**config.mk**
```make
export PLATFORM = sky130hd
export DESIGN_NAME = bcd_stream_div3or5
export DESIGN_NICKNAME = d
export VERILOG_FILES = /design/src/rtl/bcd_stream_div3or5_pkg.sv /design/src/rtl/bcd_stream_div3or5_mod15_step.sv /design/src/rtl/bcd_stream_div3or5.sv
export SDC_FILE = /design/constraint.sdc
export NUM_CORES = 1
export LEC_CHECK = 0
export ABC_AREA = 1
export CAP_MARGIN = 20
export CORE_MARGIN = 3
export CORE_UTILIZATION = 63
export DETAILED_ROUTE_END_ITERATION = 8
export HOLD_SLACK_MARGIN = 0.15
export PLACE_DENSITY = 0.86
export SETUP_SLACK_MARGIN = 0.2
export SKIP_CTS_REPAIR_TIMING = 1
export SYNTH_ARGS = -nofsm -noshare
export SYNTH_HDL_FRONTEND = slang
export SYNTH_SLANG_ARGS = --single-unit
export TNS_END_PERCENT = 100
```
**constraint.sdc**
```tcl
create_clock -name clk -period 14.95 [get_ports clk]
set_clock_uncertainty 0.2 [all_clocks]
set_input_delay 2.99 -clock clk [delete_from_list [all_inputs] [get_ports clk]]
set_output_delay 2.99 -clock clk [all_outputs]
set_load 0.01 [all_outputs]
```
**src/rtl/bcd_stream_div3or5_pkg.sv**
```systemverilog
// Shared types and constants for the streaming BCD divisibility checker.
package bcd_stream_div3or5_pkg;

    typedef enum logic [1:0] {
        IDLE  = 2'd0,
        ACCUM = 2'd1,
        DONE  = 2'd2
    } state_e;

    localparam logic [3:0] BCD_MAX = 4'd9;
    localparam int         MOD     = 15;

    // Reduce an 8-bit intermediate (at most 14*10+15 = 155) to its residue mod 15.
    function automatic logic [3:0] mod15_reduce(input logic [7:0] v);
        logic [7:0] r;
        r = v % 8'(MOD);
        return r[3:0];
    endfunction

endpackage

```
**src/rtl/bcd_stream_div3or5_mod15_step.sv**
```systemverilog
// One Horner step of the running remainder: rem_next = (rem*10 + digit) mod 15.
module bcd_stream_div3or5_mod15_step
    import bcd_stream_div3or5_pkg::*;
(
    input  logic [3:0] rem,
    input  logic [3:0] digit,
    output logic [3:0] rem_next
);

    logic [7:0] sum_s;

    // Widen, multiply-accumulate and fold back into 0..14 in one combinational pass.
    always_comb begin
        sum_s    = ({4'd0, rem} * 8'd10) + {4'd0, digit};
        rem_next = mod15_reduce(sum_s);
    end

endmodule

```
**src/rtl/bcd_stream_div3or5.sv**
```systemverilog
// Streaming BCD divisibility checker: digits arrive MSD first, one per accepted beat;
// the result (div by 3, by 5, by either) is presented once the final digit is taken.
// The remainder is tracked mod 15, so number length is unbounded apart from the
// overlength error flag.
module bcd_stream_div3or5
    import bcd_stream_div3or5_pkg::*;
#(
    parameter  int MAX_DIGITS = 8,
    localparam int CW         = $clog2(MAX_DIGITS + 1)
)
(
    input  logic          clk,
    input  logic          rst_n,
    input  logic          digit_valid,
    input  logic [3:0]    digit,
    input  logic          digit_last,
    output logic          digit_ready,
    output logic          result_valid,
    input  logic          result_ready,
    output logic          div3,
    output logic          div5,
    output logic          div3or5,
    output logic          err,
    output logic [CW-1:0] digit_cnt
);

    localparam logic [CW-1:0] MAX_CNT = CW'(MAX_DIGITS);

    state_e        state_q, state_d;
    logic [3:0]    rem_q, rem_d;
    logic [CW-1:0] cnt_q, cnt_d;
    logic          err_q, err_d;

    logic          digit_ready_q, digit_ready_d;
    logic          result_valid_q, result_valid_d;
    logic          div3_q, div3_d;
    logic          div5_q, div5_d;
    logic          div3or5_q, div3or5_d;
    logic          err_out_q, err_out_d;
    logic [CW-1:0] digit_cnt_q, digit_cnt_d;

    logic          accept_s;
    logic          res_accept_s;
    logic          result_ok_s;
    logic [3:0]    rem_step_s;

    bcd_stream_div3or5_mod15_step u_mod15_step (
        .rem      (rem_q),
        .digit    (digit),
        .rem_next (rem_step_s)
    );

    // Next-state logic: digit accumulation, error tracking and result handshake.
    always_comb begin
        accept_s     = digit_valid & digit_ready_q;
        res_accept_s = result_valid_q & result_ready;
        state_d      = state_q;
        rem_d        = rem_q;
        cnt_d        = cnt_q;
        err_d        = err_q;
        case (state_q)
            IDLE, ACCUM: begin
                if (accept_s) begin
                    rem_d   = rem_step_s;
                    cnt_d   = (cnt_q == MAX_CNT) ? cnt_q : (cnt_q + CW'(1'b1));
                    // Illegal digit or a digit beyond the limit poisons this number.
                    err_d   = err_q | (digit > BCD_MAX) | (cnt_q == MAX_CNT);
                    state_d = digit_last ? DONE : ACCUM;
                end else begin
                    state_d = state_q;
                end
            end
            DONE: begin
                if (res_accept_s) begin
                    state_d = IDLE;
                    rem_d   = 4'd0;
                    cnt_d   = {CW{1'b0}};
                    err_d   = 1'b0;
                end else begin
                    state_d = DONE;
                end
            end
            default: begin
                state_d = IDLE;
                rem_d   = 4'd0;
                cnt_d   = {CW{1'b0}};
                err_d   = 1'b0;
            end
        endcase
    end

    // Output next values derived from next state so outputs are registered without extra latency.
    always_comb begin
        result_valid_d = (state_d == DONE);
        digit_ready_d  = (state_d != DONE);
        result_ok_s    = result_valid_d & ~err_d;
        div3_d         = result_ok_s & ((rem_d % 4'd3) == 4'd0);
        div5_d         = result_ok_s & ((rem_d % 4'd5) == 4'd0);
        div3or5_d      = div3_d | div5_d;
        err_out_d      = result_valid_d & err_d;
        digit_cnt_d    = result_valid_d ? cnt_d : {CW{1'b0}};
    end

    // FSM state register.
    always_ff @(posedge clk or negedge rst_n) begin
        if (!rst_n) begin
            state_q <= IDLE;
        end else begin
            state_q <= state_d;
        end
    end

    // Datapath and registered result outputs.
    always_ff @(posedge clk or negedge rst_n) begin
        if (!rst_n) begin
            rem_q          <= 4'd0;
            cnt_q          <= {CW{1'b0}};
            err_q          <= 1'b0;
            digit_ready_q  <= 1'b1;
            result_valid_q <= 1'b0;
            div3_q         <= 1'b0;
            div5_q         <= 1'b0;
            div3or5_q      <= 1'b0;
            err_out_q      <= 1'b0;
            digit_cnt_q    <= {CW{1'b0}};
        end else begin
            rem_q          <= rem_d;
            cnt_q          <= cnt_d;
            err_q          <= err_d;
            digit_ready_q  <= digit_ready_d;
            result_valid_q <= result_valid_d;
            div3_q         <= div3_d;
            div5_q         <= div5_d;
            div3or5_q      <= div3or5_d;
            err_out_q      <= err_out_d;
            digit_cnt_q    <= digit_cnt_d;
        end
    end

    assign digit_ready  = digit_ready_q;
    assign result_valid = result_valid_q;
    assign div3         = div3_q;
    assign div5         = div5_q;
    assign div3or5      = div3or5_q;
    assign err          = err_out_q;
    assign digit_cnt    = digit_cnt_q;

endmodule

```
==> impl_metrics.tcl <==
set metrics [dict create \
    maxSlewViolCount 0 \
    yosysWarningCount 0 \
    required_ns 15.00 \
    synthCells 335 \
    first_pass_iters 4 \
    reg2reg_to "div3or5" \
    synth_ff_type "dfrtp_1" \
    antenna_cells 0 \
    synth_area_um2 2290 \
    arrival_ns 9.14 \
    rrSetupSlack_ns 8.15 \
    hold_violations 0 \
    netlist.area_leader.share 0.219 \
    slowest_stage "clkdlybuf4s50_1" \
    grt_pass1_vias 1926 \
    area_growth_pct 11.5 \
    cpMostUsedCell "nand2_1" \
    grt_pass1_wl_um 7530 \
    fill_cells 280 \
    drt_iter0_drc 72 \
    timing.final.crit_period_ns 9.10 \
    final_cell_mix "nand2_1 (102), inv_1 (49), nand3_1 (29), ha_1 (20), dfrtp_1 (20)" \
    cts-htree-levels 1 \
    drive_above_1_share 0.160 \
    crit_path_end_kind "flip-flop" \
    hp-start "cnt_q[2]" \
    syn_area_per_cell_um2 6.83 \
    cts_tree "built" \
    place_hpwl_um 3610 \
    synthTopCellsByArea "dfrtp_1 (22%), nand2_1 (17%), ha_1 (11%)" \
    max_freq_mhz 110 \
    worstHoldPathType "flip-flop to flip-flop" \
    viasPerCell 5.08 \
    r2r_cells 48 \
    final-setup-viol-count 0 \
    std_cell_rows 21 \
    grt_use_total 0.213 \
    finalWeightedCongestion 0.834 \
    grt_max_degree 22 \
    die_h_um 66.3 \
    path_clk_slew_ns 0.11 \
    yosysUniqueCellTypes 32 \
    synth_edf_count 0 \
    hold_depth 2 \
    ys_seq_elements 21 \
    final_common_cell "nand2_1" \
    slew_headroom 0.396 \
    reg2reg_from "rem_q[1]" \
    whs_endpoint "cnt_q[2]" \
    fin_nets 389 \
    detail_route.wl_per_cell_um 10.9 \
    drcViolationCount 0 \
    critical-path-max-stage-delay_ns 0.42 \
    clk_latency_ns 0.30 \
    post-route-period-util 0.608 \
    crit_path_start_kind "input pin" \
    drv_cap 0 \
    rsz0062_at_grt "false" \
    overflow 0 \
    grt_antenna_before_repair 0 \
    root_buffer "clkbuf_4" \
    async_flop_share 1.00 \
    syn_nets 366 \
    port_buffers 18 \
    core_area_um2 3420 \
    fp.dieArea_um2 4390 \
    worstSetupPathType "input pin to flip-flop" \
    clockBufferDepth 2 \
    routed_wl_um 4400 \
    clock-sinks 21 \
    start_util 0.670 \
    yosysTopAreaCell "dfrtp_1" \
    die_w_um 66.3 \
    vias 2049 \
    tightest_slew_ns 0.903 \
    antenna_left 0 \
    io_pins 19 \
    ys_seq_area_frac 0.230 \
    path_max_fanout 6 \
    status "complete, no violations" \
    cts_made_buffers 3 \
    tns_ns 0 \
]
## worst max-delay path, delay by kind of cell
family / cells / cell delay, ns
AOI/OAI and AO/OA: 3 / 0.48
adders and majority gates: 7 / 1.78
buffers and inverters: 5 / 0.81
xor gates and xnor gates: 1 / 0.17
and+or+nand+nor: 31 / 2.93
## layer usage
metal | vias up | global-route usage | part of all wire
met1 | 925 | 0.262 | 0.48
met3 | 0 | 0.0187 | 0.020
li1 | 1106 | - | -
met4 | 0 | 0.0457 | 0
met2 | 18 | 0.398 | 0.50
met5 | - | 0 | 0
## worst max path at each step
stage	start	end	slack, ns	depth (start not counted)
3_5_place_dp	digit[1]	div3or5	5.51	47
2_1_floorplan	digit[1]	div3or5	6.46	46
4_1_cts	digit[1]	div3or5	5.84	47
3_3_place_gp	digit[1]	div3or5	5.71	47
6_report	digit[1]	div3or5	5.85	47
5_1_grt	digit[1]	div3or5	5.34	47
## synth_stat cells, types with 3 or more instances
| master | number |
|---|---|
| ha_1 | 20 |
| nand3b_1 | 4 |
| inv_1 | 49 |
| nor2_1 | 18 |
| inv_2 | 7 |
| a21oi_1 | 13 |
| nand3_1 | 29 |
| dfrtp_1 | 20 |
| nand2_4 | 5 |
| nand2_1 | 102 |
| nand2_2 | 18 |
| nand3_2 | 7 |
| nor2_2 | 4 |
| nor2_4 | 3 |
| xor2_1 | 4 |
| o21ai_0 | 9 |
| nand4_1 | 4 |
## cell type report
type / count / area [um^2] / share of cell area
inverters: 57 / 214 / 0.0838
repair buffers: 18 / 180 / 0.0706
clock buffers: 4 / 26.3 / 0.0103
well taps: 46 / 57.6 / 0.0225
multi-input cells: 257 / 1550 / 0.606
flip-flops and latches: 21 / 527 / 0.206
## kinds of logic after synthesis
logic type / synth area share
xor gates and xnor gates: 0.0273
DFF: 0.230
and+or+nand+nor: 0.441
adders and majority gates: 0.127
buffers and inverters: 0.0935
AOI/OAI and AO/OA: 0.0809
## flip-flops by register name, indices dropped and copies added, names as in the netlist
name	count
div3	1
div5	1
err_q	1
digit_cnt	4
result_valid	1
state_q	2
rem_q	4
digit_ready	1
err	1
div3or5	1
cnt_q	4
## per-stage QoR
stage	cells	utilization	setup slack [ns]	area [um^2]	hold slack (ns)
2_1_floorplan	335	-	6.46	2290	0.268
6_report	403	0.747	5.85	2550	0.342
3_3_place_gp	399	0.740	5.71	2530	0.289
5_1_grt	403	0.747	5.34	2550	0.383
4_1_cts	403	0.747	5.84	2550	0.345
3_5_place_dp	399	0.740	5.51	2530	0.320
Power is not shown: default switching activity piles up to over one toggle a cycle in this logic, so the estimate is an artifact.
